--- src/rtl/prs_sat_cnt.sv ---
// Counter with synchronous clear (priority over enable) that holds at MAX instead of wrapping.
module prs_sat_cnt #(
  parameter int           W   = 8,
  parameter logic [W-1:0] MAX = {W{1'b1}}
) (
  input  logic         clk,
  input  logic         reset_n,
  input  logic         clr,
  input  logic         en,
  output logic [W-1:0] cnt
);
  always_ff @(posedge clk) begin
    if (!reset_n)                 cnt <= '0;
    else if (clr)                 cnt <= '0;
    else if (en && (cnt != MAX))  cnt <= cnt + 1'b1;
  end
endmodule

--- config.mk ---
export PLATFORM = sky130hd
export DESIGN_NAME = prs_sat_cnt
export DESIGN_NICKNAME = d
export VERILOG_FILES = /design/src/rtl/prs_sat_cnt.sv
export SDC_FILE = /design/constraint.sdc
export NUM_CORES = 1
export LEC_CHECK = 0
export ABC_CLOCK_PERIOD_IN_PS = 1850
export BUFFER_PORTS_ARGS = -buffer_cell sky130_fd_sc_hd__buf_2
export CORE_AREA = 2 2 39 41
export DETAILED_ROUTE_END_ITERATION = 8
export DIE_AREA = 0 0 41 43
export SKIP_LAST_GASP = 1
export SLEW_MARGIN = 0
export SYNTH_ARGS = -nofsm -noshare
export SYNTH_HDL_FRONTEND = slang
export SYNTH_SLANG_ARGS = --single-unit
--- constraint.sdc ---
create_clock -name clk -period 1.85 [get_ports clk]
set_clock_uncertainty 0.2 [all_clocks]
set_input_delay 0.0925 -clock clk [delete_from_list [all_inputs] [get_ports clk]]
set_output_delay 0.0925 -clock clk [all_outputs]
set_load 0.1 [all_outputs]
Word-level counts from Yosys, hierarchy flattened
Index checks and enable logic that the tools add are counted.
{ "word_totals": {"ff_bits": 8, "latch_bits": 0, "ramBits": 0, "rom_bits": 0, "memories": 0} }
{ "classes": {"addsub": 1, "mul": 0, "n_div": 0, "magnitude_cmp": 0, "eq_ne": 1, "n_shift": 0, "mux": 0, "bitwise_logic": 1, "reduce_logical": 2} }
{ "ops": {"columns": ["operator", "n"], "rows": [
  ["$add A8 B1 Y8 const B", 1],
  ["$ne A8 B8 Y1 const B", 1],
  ["$reduce_or A2 Y1", 1],
  ["$logic_and A1 B1 Y1", 1],
  ["$not A1 Y1", 1]
]} }

Logic depth before layout (Yosys ltp)
{ "logic_depth": {"word_depth": 2, "ltp_mapped": 4, "ltp_nobuf": 4} }

Least setup slack after synthesis
No wires, ideal clock.
{ "synth_timing": {"kind": "register -> register", "from": "reg cnt[1]", "to": "reg cnt[7]", "arrival_time_ps": 1847, "required_ps": 1559, "path_slack_ps": -288, "stages_incl_launch_ff": 5, "synth_period_minus_slack_ps": 2138, "path_cell_list": "dfxtp_1 > ha_1 > and4_4 > nor2b_2 > a311oi_1"} }
{ "synth_between": {"elab_chain_cells": 2} }
{ "synth_lines": {"columns": ["item", "line", "source"], "rows": [
  ["start, declared", "10", "output logic [W-1:0] cnt"],
  ["start signal, assigned", "15", "else if (en && (cnt != MAX)) cnt <= cnt + 1'b1;"],
  ["parallel branches: the longest is 2 deep, another holds $add A8 B1 Y8", null, null]
]} }
Several ways; the timed one is not identified.
A chain may end at the register's enable or synchronous reset.

Final worst setup path
{ "layout_timing": {"from": "in reset_n", "to": "reg cnt[7]"} }
{ "layout_between": {"elab_chain_cells": 2} }
{ "layout_lines": {"columns": ["item", "line", "source"], "rows": [
  ["start, declared", "7", "input logic reset_n,"],
  ["$not A1 Y1 (no line)", null, null],
  ["$reduce_or A2 Y1 (no line)", null, null]
]} }
No other way between the ends.

==> reports/qor.txt <==
status: complete, no violations
Hold WS: 1.56 ps
Most flops, register: cnt
Slew Limit Headroom: 68.1%
sum of negative setup slack: 0 ps
CP max FO: 3
Non-Filler Instances: 79
simple-gate portion of the synthesized area: 32.9%
core area: 0.00138 sq mm
commonest non-fill, non-tap cell in the layout: buf_2
CTS tree: done
Mapped Cells: 46
Post-synth ARST share: 0%
post-DP HPWL: 647 um
Nets: 70
H-tree Lvls: 1
DR DRC count: 0
max-slew violations: 0
worst hold path type: input port to flop
gpl congestion: 0.717
cell seen most often among critical-path stages: dlygate4sd3_1
Crit Path Category: input port to flop
Least-Margin Pin Slew: 478 ps
# fillers: 140
io pins: 12
CTS Sinks: 8
Yosys top cell area share: 38.0%
gr ovfl total: 0
yosys synthesis warning count: 0
fmax: 629 MHz
DIE HEIGHT: 43 um
CTS max path bufs: 2
final hold violation count: 0
Starting Density: 30.5%
distinct cell type count after synthesis: 19
RSZ-0062 raised after global routing: no
Syn Nets: 51
CP Capture Type: flop
main combinational cell family by area after synthesis: simple AND/OR/NAND/NOR gates
placed cells: 73
EDFF count, synth: 0
Setup violations, final: 0
syn_area_per_cell: 9.17 sq um
die area: 0.00176 sq mm
Max VDD drop: 0.191 mV
CP arrival: 1550 ps
layout cells sized above 1: 41.3%
routed vias: 415
Final Cycle Share: 85.9%
Critical Path Start Type: input port
gr usage total: 11.8%
Worst-Skew Late Latency: 260 ps
CP max stage delay: 590 ps
WL final: 889 um
Final ANT Viol Nets: 0
cells along the critical path: dlygate4sd3_1, buf_2, nand2b_1, dlygate4sd3_1, a311oi_1
CTS buffer count: 3
n_diodes: 0
CP max-delay cell: dlygate4sd3_1
post-synthesis compound-gate area fraction: 19.0%
max reg flops: 8
cell area after synthesis: 422 sq um
Buf/Inv on CP: 3
largest net degree at the start of global routing: 10
overall power: 348 uW
width of the die: 41 um
xor-xnor portion of the synthesized cell area: 0%
FF+latch count, synth: 8
Core Rows: 14
adder-cell area share of the yosys netlist: 2.97%
Worst-path clk slew: 60 ps
CTS root buf: clkbuf_4
Period minus WS final: 1590 ps
Port Buffer Count: 11
most frequent cells in the layout: 11 x buf_2, 8 x dfxtp_2, 5 x a21oi_1, 5 x nand2_1, 4 x and4_1
sequential area share after synthesis: 38.0%
post-CTS setup buffers: 0
largest area contributor in the netlist: dfxtp_1
WL per Instance: 11.3 um
synth top area cells: dfxtp_1 38%, and4_1 8.3%, mux2i_1 7.1%
CP required: 1810 ps
mux share of post-synthesis cell area: 7.12%
Lkg Pwr: 0.000239 uW
initial antenna violation count: 0
routed vias/inst: 5.25
DRT Pass-1 Iters: 4
first-pass GRT wire length: 1380 um
DRT iter0 DRCs: 4
vias in the first global route: 357
PwrDens: 622 mW/mm^2
Primary FF master, synth: dfxtp_1
Top delay family on crit path: buffers and inverters
Regs by FF count: cnt (8)
Area Growth Syn to Fin: 32.6%
Max-cap violations: 0
Core Util, Final: 40.4%
==> tightest hold or removal path, delay by kind of cell <==
kind | cells | cell delay (ps)
buf+inv | 1 | 80
mux | 1 | 50
simple gates | 2 | 190
==> stage by stage <==
stage	instance area [sq um]	worst slack, ps
6_report	559	261
5_1_grt	559	220
4_1_cts	559	267
3_5_place_dp	507	366
3_3_place_gp	507	389
2_1_floorplan	432	70.8
==> kinds of logic after synthesis <==
logic type	count (synthesis)
compound gates	12
fa+ha+maj	1
flops	8
mux	3
simple gates	22
==> final cells by class <==
class / instances / area (sq um) / share of cell area [%]
clock buffers: 3 / 22.5 / 4.03
multi-input cells: 38 / 262 / 46.8
flip-flops and latches: 8 / 170 / 30.4
well taps: 16 / 20.0 / 3.58
repair buffers: 14 / 85.1 / 15.2
==> cells in the mapped netlist (2+ instances only) <==
cell type  number
mux2i_1         3
nor3_1          2
nor2b_1         3
a21oi_1         5
and4_1          4
a31oi_1         2
dfxtp_1         8
o21ai_0         2
nand2b_1        3
nand2_1         5
==> path summary, 6_finish.rpt <==
| check | startpoint | end | slack, ps | depth (start not counted) |
|---|---|---|---|---|
| worst max-delay path | reset_n | cnt[7] | 260 | 5 |
| worst min-delay path | clr | cnt[5] | 2 | 4 |
| worst max register to register | cnt[0] | cnt[5] | 360 | 4 |
| worst min register to register | cnt[0] | cnt[0] | 290 | 2 |
==> per-layer routing <==
layer	vias to the layer above	part of all wire (%)	GRT usage [%]
met5	-	0	0
met4	0	2.7	10.7
met3	4	3.9	3.14
met2	16	45	15.9
met1	183	48	14.4
li1	212	-	-
==> where the power goes <==
group / switching (uW) / internal, uW
Clock: 64.4 / 74.6
Combinational: 20.4 / 12.5
Sequential: 1.87 / 174
Total: 86.7 / 261
==> what timing repair did <==
item	4_1_cts	5_1_grt
hold buffers	3	0
hold endpoints to repair	3	0
resized for setup	0	0
Note: power is estimated with default switching activity, not from simulation.
